--- config.mk ---
export PLATFORM = sky130hd
export DESIGN_NAME = fb_scanout_arb
export DESIGN_NICKNAME = d
export VERILOG_FILES = /design/src/rtl/display_pkg.sv /design/src/rtl/scanout_fifo.sv /design/src/rtl/fb_scanout_arb.sv
export SDC_FILE = /design/constraint.sdc
export NUM_CORES = 1
export LEC_CHECK = 0
export CORE_UTILIZATION = 55
export CTS_BUF_LIST = sky130_fd_sc_hd__clkbuf_8
export CTS_CLUSTER_DIAMETER = 120
export DETAILED_ROUTE_END_ITERATION = 10
export PLACE_DENSITY_LB_ADDON = 0.25
export SYNTH_ARGS = -nofsm -noshare
export SYNTH_HDL_FRONTEND = slang
export SYNTH_SLANG_ARGS = --single-unit
--- constraint.sdc ---
create_clock -name clk -period 8.9 [get_ports clk]
set_input_delay 2.67 -clock clk [delete_from_list [all_inputs] [get_ports clk]]
set_output_delay 2.67 -clock clk [all_outputs]
set_load 0.02 [all_outputs]
--- src/rtl/display_pkg.sv ---
// Shared display types and frame geometry for the framebuffer scanout path.
//   ADDR_W / PIX_W : framebuffer address and RGB pixel widths
//   FRAME_SIZE     : default pixels per frame (800x600)
//   fifo_entry_t   : prefetch FIFO payload (pixel plus first-pixel-of-frame tag)
//   scan_state_e   : scanout FSM states
package display_pkg;

  localparam int unsigned ADDR_W     = 20;
  localparam int unsigned PIX_W      = 24;
  localparam int unsigned FRAME_SIZE = 480000;

  typedef logic [ADDR_W-1:0] addr_t;
  typedef logic [PIX_W-1:0]  pix_t;

  typedef struct packed {
    logic first;
    pix_t pix;
  } fifo_entry_t;

  typedef enum logic {
    ST_FILL = 1'b0,
    ST_RUN  = 1'b1
  } scan_state_e;

endpackage

--- src/rtl/scanout_fifo.sv ---
// Scanout prefetch FIFO: synchronous push/pop, head visible combinationally.
// Ports:
//   clk, rst_n        : clock, async active-low reset (empties the FIFO)
//   push, push_entry  : write one entry (caller guarantees not full)
//   pop               : drop head entry (caller guarantees not empty)
//   head, empty, count: current head entry, empty flag, occupancy 0..DEPTH
module scanout_fifo
  import display_pkg::*;
#(
  parameter int unsigned DEPTH = 8
) (
  input  logic                    clk,
  input  logic                    rst_n,
  input  logic                    push,
  input  fifo_entry_t             push_entry,
  input  logic                    pop,
  output fifo_entry_t             head,
  output logic                    empty,
  output logic [$clog2(DEPTH):0]  count
);

  localparam int unsigned PTR_W = $clog2(DEPTH);
  localparam int unsigned CNT_W = PTR_W + 1;

  fifo_entry_t      mem [DEPTH];
  logic [PTR_W-1:0] wr_ptr_q;
  logic [PTR_W-1:0] rd_ptr_q;
  logic [CNT_W-1:0] count_q;

  // Storage array needs no reset; occupancy qualifies every read.
  always_ff @(posedge clk) begin
    if (push) mem[wr_ptr_q] <= push_entry;
  end

  // Pointers wrap naturally because DEPTH is a power of two.
  always_ff @(posedge clk or negedge rst_n) begin
    if (!rst_n) begin
      wr_ptr_q <= '0;
      rd_ptr_q <= '0;
      count_q  <= '0;
    end else begin
      if (push) wr_ptr_q <= wr_ptr_q + PTR_W'(1);
      if (pop)  rd_ptr_q <= rd_ptr_q + PTR_W'(1);
      case ({push, pop})
        2'b10:   count_q <= count_q + CNT_W'(1);
        2'b01:   count_q <= count_q - CNT_W'(1);
        default: count_q <= count_q;
      endcase
    end
  end

  assign head  = mem[rd_ptr_q];
  assign empty = (count_q == '0);
  assign count = count_q;

endmodule

--- src/rtl/fb_scanout_arb.sv ---
// Framebuffer RAM arbiter between display scanout reads and draw-engine writes.
// Scanout reads are prefetched into a small FIFO; reads win whenever the FIFO
// (plus the read in flight) drops below half, otherwise draw writes win.
// Ports:
//   clk, rst_n                       : clock, async active-low reset
//   video, video_valid, video_ready  : pixel stream to display sink
//   frame_start                      : presented pixel is pixel 0 of a frame
//   wr_addr, wr_data, wr_valid       : draw write request
//   wr_ready                         : draw write granted this cycle
//   mem_addr, mem_we, mem_wdata      : single-port RAM command
//   mem_rdata                        : RAM read data, one cycle after read
//   underrun                         : sticky, sink stalled on empty FIFO in RUN
module fb_scanout_arb
  import display_pkg::*;
#(
  parameter int unsigned FRAME_SIZE = display_pkg::FRAME_SIZE,
  parameter int unsigned FIFO_DEPTH = 8
) (
  input  logic              clk,
  input  logic              rst_n,
  output logic [PIX_W-1:0]  video,
  output logic              video_valid,
  input  logic              video_ready,
  output logic              frame_start,
  input  logic [ADDR_W-1:0] wr_addr,
  input  logic [PIX_W-1:0]  wr_data,
  input  logic              wr_valid,
  output logic              wr_ready,
  output logic [ADDR_W-1:0] mem_addr,
  output logic              mem_we,
  output logic [PIX_W-1:0]  mem_wdata,
  input  logic [PIX_W-1:0]  mem_rdata,
  output logic              underrun
);

  localparam int unsigned     CNT_W     = $clog2(FIFO_DEPTH) + 1;
  localparam logic [CNT_W-1:0] FULL_CNT = CNT_W'(FIFO_DEPTH);
  localparam logic [CNT_W-1:0] HALF_CNT = CNT_W'(FIFO_DEPTH / 2);
  localparam addr_t           LAST_ADDR = ADDR_W'(FRAME_SIZE - 1);

  scan_state_e      state_q, state_d;
  addr_t            rd_ptr_q;
  logic             inflight_q;
  logic             inflight_first_q;
  logic             underrun_q;
  logic             run;
  logic             rd_issue;
  logic             wr_grant;
  logic             wr_in_frame;
  logic             pop;
  logic             fifo_empty;
  logic [CNT_W-1:0] fifo_count;
  logic [CNT_W-1:0] credit;
  fifo_entry_t      head;

  // Credit counts entries already buffered plus the one read that may be in flight.
  assign credit      = fifo_count + CNT_W'(inflight_q);
  assign wr_in_frame = (32'(wr_addr) < FRAME_SIZE);

  // Arbitration: urgent refill, then draw writes, then opportunistic refill.
  always_comb begin
    rd_issue = 1'b0;
    wr_grant = 1'b0;
    if (credit < HALF_CNT)      rd_issue = 1'b1;
    else if (wr_valid)          wr_grant = 1'b1;
    else if (credit < FULL_CNT) rd_issue = 1'b1;
  end

  // Out-of-frame writes are accepted but never reach the RAM.
  assign wr_ready  = wr_grant;
  assign mem_we    = wr_grant & wr_in_frame;
  assign mem_addr  = mem_we ? wr_addr : rd_ptr_q;
  assign mem_wdata = mem_we ? wr_data : '0;

  // State register.
  always_ff @(posedge clk or negedge rst_n) begin
    if (!rst_n) state_q <= ST_FILL;
    else        state_q <= state_d;
  end

  // Next state: prefill the whole FIFO once, then stream until reset.
  always_comb begin
    state_d = state_q;
    run     = 1'b0;
    case (state_q)
      ST_FILL: if (fifo_count == FULL_CNT) state_d = ST_RUN;
      ST_RUN:  run = 1'b1;
      default: state_d = ST_FILL;
    endcase
  end

  // Read pointer, in-flight tracking and sticky underrun flag.
  always_ff @(posedge clk or negedge rst_n) begin
    if (!rst_n) begin
      rd_ptr_q         <= '0;
      inflight_q       <= 1'b0;
      inflight_first_q <= 1'b0;
      underrun_q       <= 1'b0;
    end else begin
      inflight_q       <= rd_issue;
      inflight_first_q <= rd_issue && (rd_ptr_q == '0);
      if (rd_issue) rd_ptr_q <= (rd_ptr_q == LAST_ADDR) ? '0 : rd_ptr_q + ADDR_W'(1);
      if (run && fifo_empty && video_ready) underrun_q <= 1'b1;
    end
  end

  scanout_fifo #(
    .DEPTH (FIFO_DEPTH)
  ) u_fifo (
    .clk        (clk),
    .rst_n      (rst_n),
    .push       (inflight_q),
    .push_entry ({inflight_first_q, mem_rdata}),
    .pop        (pop),
    .head       (head),
    .empty      (fifo_empty),
    .count      (fifo_count)
  );

  // Head is gated to zero whenever it is not a valid presented pixel.
  assign video_valid = run & ~fifo_empty;
  assign pop         = video_valid & video_ready;
  assign video       = video_valid ? head.pix : '0;
  assign frame_start = video_valid & head.first;
  assign underrun    = underrun_q;

endmodule

* After elaboration in Yosys (flattened, before gate mapping)
Memory sizes are Yosys's and may differ from the RTL's.
Cells that the tools add are included.
** Cells by class
- Add/subtract/negate cells :: 6
- Order comparisons :: 3
- Eq/ne operators :: 4
- Mux-type cells :: 15
- Bitwise gates (word level) :: 5
- Reduce and logical (&&, ||, !) cells :: 6
** Operators with widths (number)
- 2-to-1 mux 24 bit :: 2
- 2-to-1 mux 20 bit :: 2
- adder 20 x 1 -> 20 bit (second input constant) :: 1
- equality test 20 x 19 -> 1 bit (second input constant) :: 1
- logical NOT 20 bit :: 1
- < comparator 20 x 19 -> 1 bit (second input constant) :: 1
- 2-to-1 mux 1 bit :: 10
- case mux 4 bit (2 select lines) :: 1
- adder 3 x 1 -> 3 bit (second input constant) :: 2
- adder 4 x 1 -> 4 bit :: 1
- adder 4 x 1 -> 4 bit (second input constant) :: 1
- bitwise AND 1 bit :: 4
- equality test 4 bit (second input constant) :: 1
- logical NOT 4 bit :: 1
- < comparator 4 x 3 -> 1 bit (second input constant) :: 1
- < comparator 4 bit (second input constant) :: 1
- subtractor 4 x 1 -> 4 bit (second input constant) :: 1
- logical AND 1 bit :: 3
- equality test 2 x 1 -> 1 bit (second input constant) :: 1
- equality test 2 bit (second input constant) :: 1
- nonzero test 2 bit :: 1
- inverter 1 bit :: 1
** Storage, ports and cells
- Flip-flop bits (word level) :: 34
- Memory bits (writable) :: 200
- Bits of input ports :: 72
- Output and inout bits :: 73
- Word-level logic and storage cells :: 48
- Memories kept :: 1
** Memories
- u_fifo.mem :: depth 8, width 25, read ports 1, clocked after Yosys merged registers in 0, write ports 1, line scanout_fifo.sv:25 : fifo_entry_t mem [DEPTH];

* Logic depth before layout (Yosys ltp)
Gate-level depths: netlist (run 1).
- Depth after elaboration :: 6
- Depth in mapped cells :: 10
- Depth with buffers taken out :: 9

* Cells and area by module
Synthesis (run 1) repeated with hierarchy kept, for this count alone.
** Second synthesis, totals
- Cells, all modules :: 559
- Area, all modules :: 10189.8 um2
** By module, submodules not included
- scanout_fifo :: times used 1, cells each 343, area an instance 8255.4 um2, seq. area each 6256.0 um2
- fb_scanout_arb :: times used 1, cells each 216, area an instance 1934.4 um2, seq. area each 600.6 um2

* Worst setup path after synthesis (run 1)
OpenSTA, ideal clock, no wires.
- Path type :: input-to-output
- Start point :: in wr_addr[9]
- End point :: out mem_addr[15]
- Data arrival time :: 4071 ps
- Required time :: 6230 ps
- Path slack :: 2159 ps
- Stages :: 6
- Path buffers :: 1
- Cell sequence :: a211o_1 > nand3_1 > a21oi_1 > nor3b_4 > buf_4 > mux2_1
** On the way
- Cells in the longest elaborated chain, start to end :: 3
** Ends and longest elaborated chain
- start: declaration :: line fb_scanout_arb.sv:25 : input logic [ADDR_W-1:0] wr_addr,
- < comparator 20 x 19 -> 1 bit :: line fb_scanout_arb.sv:58 : assign wr_in_frame = (32'(wr_addr) < FRAME_SIZE);
- bitwise AND 1 bit :: line fb_scanout_arb.sv:71 : assign mem_we = wr_grant & wr_in_frame;
- 2-to-1 mux 20 bit :: line fb_scanout_arb.sv:72 : assign mem_addr = mem_we ? wr_addr : rd_ptr_q;
- end: declaration :: line fb_scanout_arb.sv:29 : output logic [ADDR_W-1:0] mem_addr,
No other way between the ends.

* Final worst setup path (run 1)
- Start point :: in wr_addr[11]
- End point :: out mem_addr[3]
The elaborated chain is that of the path after synthesis.

==> results of run 1 <==
[placed cells by master (no fill, tap or decap), types with 3 or more instances in the layout]
cell type | netlist | routed
nand3_1 | 6 | 6
and4_1 | 3 | 3
nand2b_1 | 4 | 4
a21oi_1 | 5 | 5
nor2_1 | 46 | 40
mux2i_1 | 25 | 25
clkdlybuf4s50_1 | 0 | 144
dfrtp_1 | 34 | 32
nor4_1 | 5 | 5
nand4_1 | 10 | 10
clkinv_2 | 0 | 3
o31ai_1 | 4 | 4
inv_1 | 6 | 21
buf_4 | 3 | 13
ha_1 | 7 | 7
xor2_1 | 7 | 7
clkinv_1 | 0 | 9
edfxtp_1 | 200 | 200
mux4_2 | 50 | 50
and2_1 | 25 | 25
clkbuf_8 | 0 | 37
o21ai_1 | 3 | 3
mux2_2 | 9 | 9
mux2_1 | 14 | 14
nor2_2 | 1 | 7
a32oi_1 | 3 | 3
xnor2_1 | 10 | 10
o21ai_0 | 14 | 14
nand2_1 | 17 | 17
[path summary, 6_finish.rpt]
| kind | from | to | slack (ns) | depth (start not counted) |
|---|---|---|---|---|
| worst max-delay path | wr_addr[11] | mem_addr[3] | 1.17 | 8 |
| worst min-delay path | u_fifo.rd_ptr_q[2]$_DFFE_PN0N_ | u_fifo.rd_ptr_q[2]$_DFFE_PN0N_ | 0.47 | 1 |
| worst max register to register | u_fifo.count[1]$_DFFE_PN0P_ | u_fifo.count[2]$_DFFE_PN0P_ | 6.34 | 9 |
| worst min register to register | u_fifo.rd_ptr_q[2]$_DFFE_PN0N_ | u_fifo.rd_ptr_q[2]$_DFFE_PN0N_ | 0.47 | 1 |
| max in group asynchronous | rst_n | u_fifo.rd_ptr_q[0]$_DFFE_PN0N_ | 5.95 | 2 |
| min in group asynchronous | rst_n | rd_ptr_q[15]$_DFFE_PN0P_ | 2.58 | 2 |
[registers in the layout, indices dropped and copies added (netlist names)]
signal            flops
u_fifo.mem          200
rd_ptr_q             20
u_fifo.count          4
u_fifo.rd_ptr_q       3
u_fifo.wr_ptr_q       3
inflight_first_q      1
inflight_q            1
state_q               1
underrun              1
[power groups by stage]
stage | Clock [uW] | Combinational (uW) | Sequential (uW)
6_report | 764 | 1470 | 1590
2_1_floorplan | 0 | 1040 | 1490
3_3_place_gp | 0 | 1460 | 1600
3_5_place_dp | 0 | 1490 | 1620
4_1_cts | 783 | 1490 | 1600
5_1_grt | 827 | 1580 | 1620
[per-layer routing]
metal  global-route usage  routed length [um]
met5                    0                   0
met4               0.0907                 618
met3               0.0447                1130
met2                0.404               10300
met1                0.269                7940
[critical path: stages]
cell	delay (ns)
clkdlybuf4s50_1	0.45
a211o_1	0.28
nand3_1	0.09
a21oi_1	0.10
nor3b_4	0.17
buf_4	0.38
mux2_2	0.38
clkdlybuf4s50_1	0.54
[final cells by class]
cell class / instances / area (um^2) / area share
multi-input combinational: 293 / 2850 / 0.234
tap: 225 / 282 / 0.0231
sequential: 234 / 6860 / 0.564
clock inverter: 27 / 105 / 0.00864
inverter: 7 / 26.3 / 0.00216
timing repair buffer: 157 / 1540 / 0.126
clock buffer: 37 / 509 / 0.0419
[Yosys cell counts, types with 14 or more instances]
cell type	instances	area share
nor2_1	46	0.017
o21ai_0	14	0.0071
dfrtp_1	34	0.086
mux2_1	14	0.016
edfxtp_1	200	0.61
nand2_1	17	0.0065
buf_2	14	0.0071
mux4_2	50	0.11
and2_1	25	0.016
mux2i_1	25	0.025
[cells by family after synthesis]
logic type	count (synthesis)	share of synthesized area
AO/OA/AOI/OAI	39	0.0255
flip-flops	234	0.694
multiplexers	98	0.166
buffers and inverters	39	0.0200
adder cells (fa/ha/maj)	7	0.00887
AND/OR/NAND/NOR	132	0.0706
XOR/XNOR	17	0.0151
[stage by stage]
step / instances / worst slack (ns) / cell area (um^2)
6_report: 980 / 1.17 / 12200
5_1_grt: 980 / 1.04 / 12200
4_1_cts: 980 / 1.15 / 12200
3_5_place_dp: 916 / 1.17 / 11600
3_3_place_gp: 916 / 1.22 / 11600
2_1_floorplan: 566 / 2.16 / 9870
==> flow_summary.ini, run 1 <==
[timing]
period_share = 0.869
timing.fmax_mhz = 129
period_needed_ns = 7.73
fin_setup_tns_ns = 0
fin_skew_ns = 0.0140
drv_slew = 0
hold_viol_final = 0
worst_pin_slew_ns = 1.03
setup_violations = 0
hold_slack_ns = 0.467
slew_headroom = 0.312
rsz0062_at_grt = no

[floorplanning]
die_area_um2 = 18500
die_w_um = 136
top_level_ports = 145
start_util = 0.567
core_um2 = 17400
std_cell_rows = 48
die_h_um = 136

[power]
comb_power_share = 0.384
p_sw_uw = 1300
peakVddDrop_uv = 204
power_frac_seq = 0.416
power.leakage_uw = 0.00423
pwr-share-clk = 0.200
powerDensity_nw_per_um2 = 314
power.share.switching = 0.340
intPower_uw = 2520
power_uw = 3820

[global_routing]
grt_pass1_wl_um = 31400
grt_overflow = 0
grt_max_degree = 53
antenna_found_initial = 0
grt_pass1_vias = 6037
grt_usage = 0.227

[yosys]
avgSynthCellArea_um2 = 17.4
ys_warn_count = 0
synth_nets = 645
synth_edf_count = 200
yosysSeqAreaShare = 0.694
synth_area_um2 = 9870
synth_cells = 566
async_reset_ff_frac = 0.145
synth.distinct_cells = 49
synth_seq_cells = 234
synth_ff_type = edfxtp_1

[drt]
viasPerCell = 5.80
first_pass_iters = 5
post_drt_wl_per_cell_um = 20.5
via_count = 5685
drc_errors = 0
dr.first_iter.drc_count = 370
drtAntennaViolNets = 0
wl_um = 20000

[clock_tree]
cts-buffers-inserted = 36
clk_latency_ns = 0.50
ctsResizeCount = 0
post_cts_buffers = 0
cts_max_path_buffers = 3
clockRootBuffer = clkbuf_8
cts_sinks = 234
cts.clk_slew.worst_paths_ns = 0.06
cts_hold_buf = 0
htree_levels = 2
cts_tree = built

[hold_path]
hold_path.class = reg2reg

[worst_setup_path]
critPathLaunchType = input pin
worstPathArrival_ns = 5.06
cp_max_fo = 45
worstSetupEndpointType = output pin
path_class = in2out
crit_required_ns = 6.23

[placed_design]
dp_hpwl_um = 12200
io_buffer_count = 144
gp_congestion = 0.848

[finish]
antenna-diode-count = 0
synthToLayoutAreaGrowth_pct = 23.2
final_util = 0.699
fin_nets = 808
nFillCells = 1103
drive_gt1_frac = 0.176

[job]
maxCapViolations = 0

[status]
status = completed
Power figures use the tool's default switching activity.
==> run 2: changes to the inputs <==
Settings changed: ABC_AREA set to 1.
==> flow_summary.ini, run 2 <==
[clock_tree]
cts_tree = built
cts_max_path_buffers = 3
post_cts_buffers = 0
clk_latency_ns = 0.52
clockRootBuffer = clkbuf_8
htree_levels = 2
cts-buffers-inserted = 38
cts_hold_buf = 0
cts.clk_slew.worst_paths_ns = 0.06
cts_sinks = 234
ctsResizeCount = 0

[yosys]
synthTopCellsByCount = nor2_1, edfxtp_1, o21ai_0
synth_largest_area_cell = edfxtp_1
synth.distinct_cells = 31
yosysSeqAreaShare = 0.658
synth_ff_type = edfxtp_1
synth_area_um2 = 10400
ys_warn_count = 0
avgSynthCellArea_um2 = 10.4
yosysMostFrequentCell = nor2_1
synth_nets = 1077
synth_top_area_share = 0.577
yosys-top-cells-area = edfxtp_1, nor2_1, dfrtp_1, o21ai_0, nand2_1
synth_edf_count = 200
synth_seq_cells = 234
async_reset_ff_frac = 0.145
synth_cells = 998

[finish]
fin_nets = 1225
drive_gt1_frac = 0.0775
final_common_cell = nor2_1
synthToLayoutAreaGrowth_pct = 21.7
final_cell_mix = nor2_1, edfxtp_1, clkdlybuf4s50_1
top_register = u_fifo.mem
largest_reg_flops = 200
antenna-diode-count = 0

[power]
power.leakage_uw = 0.00481
powerDensity_nw_per_um2 = 336
peakVddDrop_uv = 267

[drt]
drtAntennaViolNets = 0
drc_errors = 0
via_count = 7651
first_pass_iters = 5
viasPerCell = 5.45
dr.first_iter.drc_count = 583
wl_um = 23000
post_drt_wl_per_cell_um = 16.4

[worst_setup_path]
cpLargestDelayFamily = buffers and inverters
ff2ff_setup_slack_ns = 6.62
crit_path_cell_trace = clkdlybuf4s50_1 -> inv_1 -> nand2_1 -> nor2_1 -> a21oi_1 -> nand2_1 -> nor2_8 -> inv_4 -> nor2_1 -> clkdlybuf4s50_1
cp_slowest_cell = clkdlybuf4s50_1
worstPathArrival_ns = 4.91
crit_required_ns = 6.23
reg2reg_from = u_fifo.count[0]$_DFFE_PN0P_
cp-startpoint = wr_addr[19]
slowest_delay_ns = 0.62
worstSetupEndpointType = output pin
crit_buf_inv = 4
critPathLaunchType = input pin
cp_max_fo = 41
path_class = in2out

[status]
status = completed

[floorplanning]
top_level_ports = 145
die_h_um = 140
die_area_um2 = 19500
start_util = 0.570
die_w_um = 140
std_cell_rows = 49
core_um2 = 18300

[timing]
worst_slack_ns = 1.32
period_share = 0.852
hold_slack_ns = 0.480
rsz0062_at_grt = no
setup_violations = 0
fin_setup_tns_ns = 0
drv_slew = 0
timing.fmax_mhz = 132
hold_viol_final = 0
period_needed_ns = 7.58
fin_skew_ns = 0.0181
worst_pin_slew_ns = 1.17
slew_headroom = 0.223

[global_routing]
grt_max_degree = 103
grt_pass1_vias = 7562
grt_usage = 0.244
grt_overflow = 0
grt_pass1_wl_um = 37300
antenna_found_initial = 1

[placed_design]
dp_hpwl_um = 13100
io_buffer_count = 144
preCtsSetupSlack_ns = 1.30
gp_congestion = 0.920

[hold_path]
min-delay-start = underrun$_DFFE_PN0P_
hold_path.class = reg2reg

[job]
maxCapViolations = 0
==> run 2: worst reg2reg max path, delay by kind of cell (launching register included) <==
kind / cells / cell delay (ns)
buffers and inverters: 1 / 0.08
DFF: 1 / 0.44
xor gates and xnor gates: 2 / 0.37
and+or+nand+nor: 3 / 0.63
AOI/OAI and AO/OA: 2 / 0.19
adders and majority gates: 2 / 0.50
==> run 2: final timing paths <==
kind,to,cells after the start
worst max register to register,u_fifo.count[2]$_DFFE_PN0P_,10
worst max-delay path,mem_wdata[2],10
min in group asynchronous,rd_ptr_q[15]$_DFFE_PN0P_,2
worst min register to register,underrun$_DFFE_PN0P_,1
worst min-delay path,underrun$_DFFE_PN0P_,1
max in group asynchronous,u_fifo.rd_ptr_q[2]$_DFFE_PN0N_,2
==> run 2: cell type report <==
cell class | count | area (um^2)
multi-input cells | 646 | 3050
inverters | 69 | 262
repair buffers | 157 | 1540
well taps | 229 | 287
clock buffers | 41 | 564
flip-flops and latches | 234 | 6860
clock inverters | 27 | 113
fillers | 1347 | 5600
==> run 2: report_power, final <==
| part | switching [uW] | internal, uW |
|---|---|---|
| clock network | 398 | 425 |
| registers | 130 | 1450 |
| logic | 1170 | 683 |
| total | 1690 | 2560 |
==> run 2: per-stage QoR <==
stage | instances | cell area, um^2 | power [uW] | utilization
detailed placement | 1335 | 12000 | 3450 | 0.656
finish | 1403 | 12700 | 4250 | 0.693
floorplan | 998 | 10400 | 2750 | -
global placement | 1335 | 12000 | 3410 | 0.656
global route | 1403 | 12700 | 4540 | 0.693
CTS | 1403 | 12700 | 4280 | 0.693
==> run 2: kinds of logic (layout without fill, tap and decap cells) <==
| group | count (synthesis) | count (layout) | synth area share |
|---|---|---|---|
| AND/OR/NAND/NOR | 434 | 434 | 0.170 |
| adder cells (fa/ha/maj) | 7 | 7 | 0.00841 |
| XOR/XNOR | 12 | 12 | 0.0101 |
| buffers and inverters | 118 | 294 | 0.0511 |
| AO/OA/AOI/OAI | 193 | 193 | 0.102 |
| flip-flops | 234 | 234 | 0.658 |
==> run 2: metal layers <==
layer  GRT usage  vias to the layer above  wire length (um)
met5           0                        -                13
li1            -                     3727                 -
met1       0.322                     3573              9670
met2       0.405                      300             11100
met4      0.0769                        2               472
met3      0.0530                       49              1720
==> run 3: changes to the inputs <==
Settings changed: CTS_CLUSTER_DIAMETER 120 to not set, MAX_ROUTING_LAYER set to met4.
==> flow_summary.ini, run 3 (synthesis results as in run 2) <==
[status]
status = completed

[clock_tree]
clk_latency_ns = 0.53
cts-buffers-inserted = 38
cts.clk_slew.worst_paths_ns = 0.06
cts_sinks = 234
clockRootBuffer = clkbuf_8
cts_tree = built
cts_max_path_buffers = 3
htree_levels = 2
ctsResizeCount = 0
post_cts_buffers = 0
cts_hold_buf = 0

[floorplanning]
core_um2 = 18300
std_cell_rows = 49
die_h_um = 140
top_level_ports = 145
die_w_um = 140
start_util = 0.570
die_area_um2 = 19500

[timing]
period_needed_ns = 7.59
timing.fmax_mhz = 132
slew_headroom = 0.234
setup_violations = 0
rsz0062_at_grt = no
fin_skew_ns = 0.0218
fin_setup_tns_ns = 0
worst_pin_slew_ns = 1.15
drv_slew = 0
worst_slack_ns = 1.31
period_share = 0.853
hold_viol_final = 0

[worst_setup_path]
ff2ff_setup_slack_ns = 6.68
critPathLaunchType = input pin
crit_required_ns = 6.23
worstSetupEndpointType = output pin
cp_slowest_cell = clkdlybuf4s50_1
reg2reg_from = u_fifo.count[0]$_DFFE_PN0P_
reg2regPathDepth = 10
cp_max_fo = 41
timing.rr.end = u_fifo.count[2]$_DFFE_PN0P_
path_class = in2out
crit_path_cell_trace = clkdlybuf4s50_1 -> inv_1 -> nand2_1 -> nor2_1 -> a21oi_1 -> nand2_1 -> nor2_8 -> inv_4 -> nor2_1 -> clkdlybuf4s50_1
worstPathArrival_ns = 4.92
slowest_delay_ns = 0.62

[global_routing]
grt_max_degree = 103
grt_pass1_wl_um = 36900
grt_usage = 0.250
grt_overflow = 0
grt_pass1_vias = 7377
antenna_found_initial = 1

[finish]
fin_area_um2 = 12800
stdcell_count = 1402
final_cell_mix = nor2_1, edfxtp_1, clkdlybuf4s50_1
final_common_cell = nor2_1
fin_nets = 1225
top_register = u_fifo.mem
synthToLayoutAreaGrowth_pct = 22.5
largest_reg_flops = 200
drive_gt1_frac = 0.0862

[placed_design]
placed_cell_area_um2 = 12000
dp_cells = 1335
preCtsSetupSlack_ns = 1.32
io_buffer_count = 144
dp_hpwl_um = 13100
gp_congestion = 0.932

[drt]
wl_um = 23000
drtAntennaViolNets = 0
dr.first_iter.drc_count = 674
via_count = 7669
drc_errors = 0
first_pass_iters = 5
post_drt_wl_per_cell_um = 16.4
viasPerCell = 5.47

[hold_path]
min-delay-start = underrun$_DFFE_PN0P_
holdPathStages = 1
hold_path.class = reg2reg
holdPathEnd = underrun$_DFFE_PN0P_

[power]
powerDensity_nw_per_um2 = 341
peakVddDrop_uv = 308
power_uw = 4340
power.leakage_uw = 0.00482

[job]
maxCapViolations = 0
-- run 3: cell types whose count changed in the layout (fill, tap and decap cells not counted), sizes merged --
cell / delta
bufinv: +2
clkbuf: +3
clkinv: +4
diode: +1
inv: -11
-- run 3: layer usage --
layer	track usage	up-vias	part of all wire	wire length (um)
met2	0.415	268	0.49	11400
met3	0.0440	41	0.062	1430
met1	0.316	3631	0.43	9800
li1	-	3729	-	-
met4	0.0769	0	0.016	376
met5	-	-	0	0
-- run 3: metrics by stage --
stage / utilization / hold slack (ns)
6_report: 0.698 / 0.478
2_1_floorplan: - / 0.487
3_3_place_gp: 0.656 / 0.469
4_1_cts: 0.698 / 0.484
3_5_place_dp: 0.656 / 0.456
5_1_grt: 0.698 / 0.508
-- run 3: final cells by class --
| type | instances | area (um^2) |
|---|---|---|
| diodes | 1 | 2.50 |
| clock buffers | 44 | 606 |
| clock inverters | 22 | 153 |
| fillers | 1376 | 5520 |
| inverters | 69 | 262 |
| multi-input cells | 646 | 3050 |
| flip-flops and latches | 234 | 6860 |
| well taps | 229 | 287 |
| repair buffers | 157 | 1540 |
-- run 3: critical path, delay by kind of cell --
family / cells / cell delay (ns)
simple gates: 5 / 0.78
buf+inv: 4 / 1.35
compound gates: 1 / 0.12
-- run 3: worst max path at each step --
stage / start / endpoint / slack, ns / cells past startpoint
after CTS: wr_addr[19] / mem_wdata[23] / 1.30 / 10
final: wr_addr[19] / mem_wdata[23] / 1.31 / 10
after global placement: wr_addr[19] / mem_wdata[0] / 1.38 / 10
after global routing: wr_addr[13] / mem_wdata[22] / 1.10 / 9
after floorplan: wr_addr[19] / mem_addr[11] / 2.46 / 8
after detailed placement: wr_addr[19] / mem_wdata[23] / 1.32 / 10
-- run 3: power by group --
part | internal [uW] | switching [uW]
clock network | 511 | 402
registers | 1450 | 128
logic | 683 | 1170
total | 2640 | 1700
==> edit (flow settings as in run 2) <==
The parameter `FIFO_DEPTH` goes from 8 to 16.
--- a/src/rtl/fb_scanout_arb.sv
+++ b/src/rtl/fb_scanout_arb.sv
@@ -15,5 +15,5 @@
 #(
   parameter int unsigned FRAME_SIZE = display_pkg::FRAME_SIZE,
-  parameter int unsigned FIFO_DEPTH = 8
+  parameter int unsigned FIFO_DEPTH = 16
 ) (
   input  logic              clk,
Formal check against the unedited RTL: not equivalent (Yosys sat finds a counterexample within 10 cycles, from zero or initial values and one cycle with rst_n low).
==> edit against run 2 <==
Worst setup slack got worse by 0.043 ns; clock skew rose by 0.0057 ns; maximum frequency fell by 0.57%; clock power rose by 87%; global-route usage rose by 1.4 points; synthesized cell count rose by 72%; cell area rose by 72%; power rose by 67%; synthesized area rose by 82%; routed wire length rose by 97%; register-to-register slack got worse by 0.14 ns; sequential cell count rose by 203; combinational power rose by 48%; first-iteration DRC count rose by 120%; critical path type unchanged; critical endpoint is now mem_addr[16]; largest power group is now registers.
==> edit: results <==
export IMPL_p_leak_uw=0.00781
export IMPL_grt_max_degree=98
export IMPL_rr_worst_depth=14
export IMPL_r2r_setup_slack_ns=6.48
export IMPL_largest_reg_flops=400
export IMPL_firstDrtPassIters=7
export IMPL_ys_seq_area_frac=0.684
export IMPL_fin_nets=1928
export IMPL_htree_levels=3
export IMPL_placed_area_um2=20500
export IMPL_ys_types=37
export IMPL_synthTopCellsByArea="edfxtp_1 (63%), nor2_1 (8.3%), nand3_1 (5.3%)"
export IMPL_p_sw_uw=2820
export IMPL_drtIter0Drc=1279
export IMPL_dp_hpwl_um=23300
export IMPL_cp_arrival_ns=4.95
export IMPL_cts_buffers=69
export IMPL_grt_pass1_wl_um=69500
export IMPL_peakVddDrop_uv=234
export IMPL_clk_insertion_delay_late_ns=0.58
export IMPL_final_fill_count=2571
export IMPL_syn_nets=1801
export IMPL_status="finished clean"
export IMPL_synth_edf_count=400
export IMPL_drive_gt1_frac=0.0707
export IMPL_worst_slew_pin_slew_ns=1.19
export IMPL_routed_via_density=5.62
export IMPL_skew_ns=0.0239
export IMPL_holdWs_ns=0.486
export IMPL_reg2reg_to="u_fifo.count[4]$_DFFE_PN0P_"
[edit: metal layers]
| metal | vias up | track usage | part of all wire |
|---|---|---|---|
| met4 | 0 | 0.0844 | 0.023 |
| met1 | 6253 | 0.341 | 0.40 |
| met2 | 613 | 0.431 | 0.49 |
| met3 | 85 | 0.0503 | 0.088 |
| li1 | 6220 | - | - |
| met5 | - | 0 | 0 |
[edit: final cells by class]
cell class	count	area (µm²)	area share
Clock buffer	72	991	0.0455
Clock inverter	49	254	0.0117
Inverter	92	352	0.0161
Multi-Input combinational cell	1087	5130	0.236
Sequential cell	437	12900	0.594
Tap cell	448	561	0.0257
Timing Repair Buffer	158	1550	0.0713
[edit: logic make-up (layout without fill, tap and decap cells)]
family | after synthesis | count (layout) | share of synthesized area
buffers and inverters | 194 | 371 | 0.0511
and+or+nand+nor | 798 | 798 | 0.176
adders and majority gates | 11 | 11 | 0.00728
AOI/OAI and AO/OA | 261 | 261 | 0.0740
DFF | 437 | 437 | 0.684
xor gates and xnor gates | 17 | 17 | 0.00787
[edit: power groups by stage]
stage	Combinational, µW	Sequential, µW	Clock, µW
floorplan	1940	2750	0
global route	3000	2880	1640
detailed placement	2720	2880	0
CTS	2740	2840	1560
finish	2730	2840	1540
global placement	2670	2870	0
[edit: per-stage QoR]
stage	std cells	util	worst slack [ns]
2_1_floorplan	1718	-	2.58
3_3_place_gp	2222	0.610	1.34
3_5_place_dp	2222	0.610	1.30
4_1_cts	2343	0.647	1.30
5_1_grt	2343	0.647	1.12
6_report	2343	0.647	1.28
[edit: worst max path at each step]
stage,endpoint,slack (ns),depth (start not counted),startpoint
detailed placement,mem_addr[19],1.30,9,wr_addr[16]
global placement,mem_addr[19],1.34,9,wr_addr[16]
finish,mem_addr[16],1.28,9,wr_addr[16]
floorplan,mem_addr[10],2.58,7,wr_addr[13]
global route,mem_addr[8],1.12,9,wr_addr[16]
CTS,mem_addr[19],1.30,9,wr_addr[16]
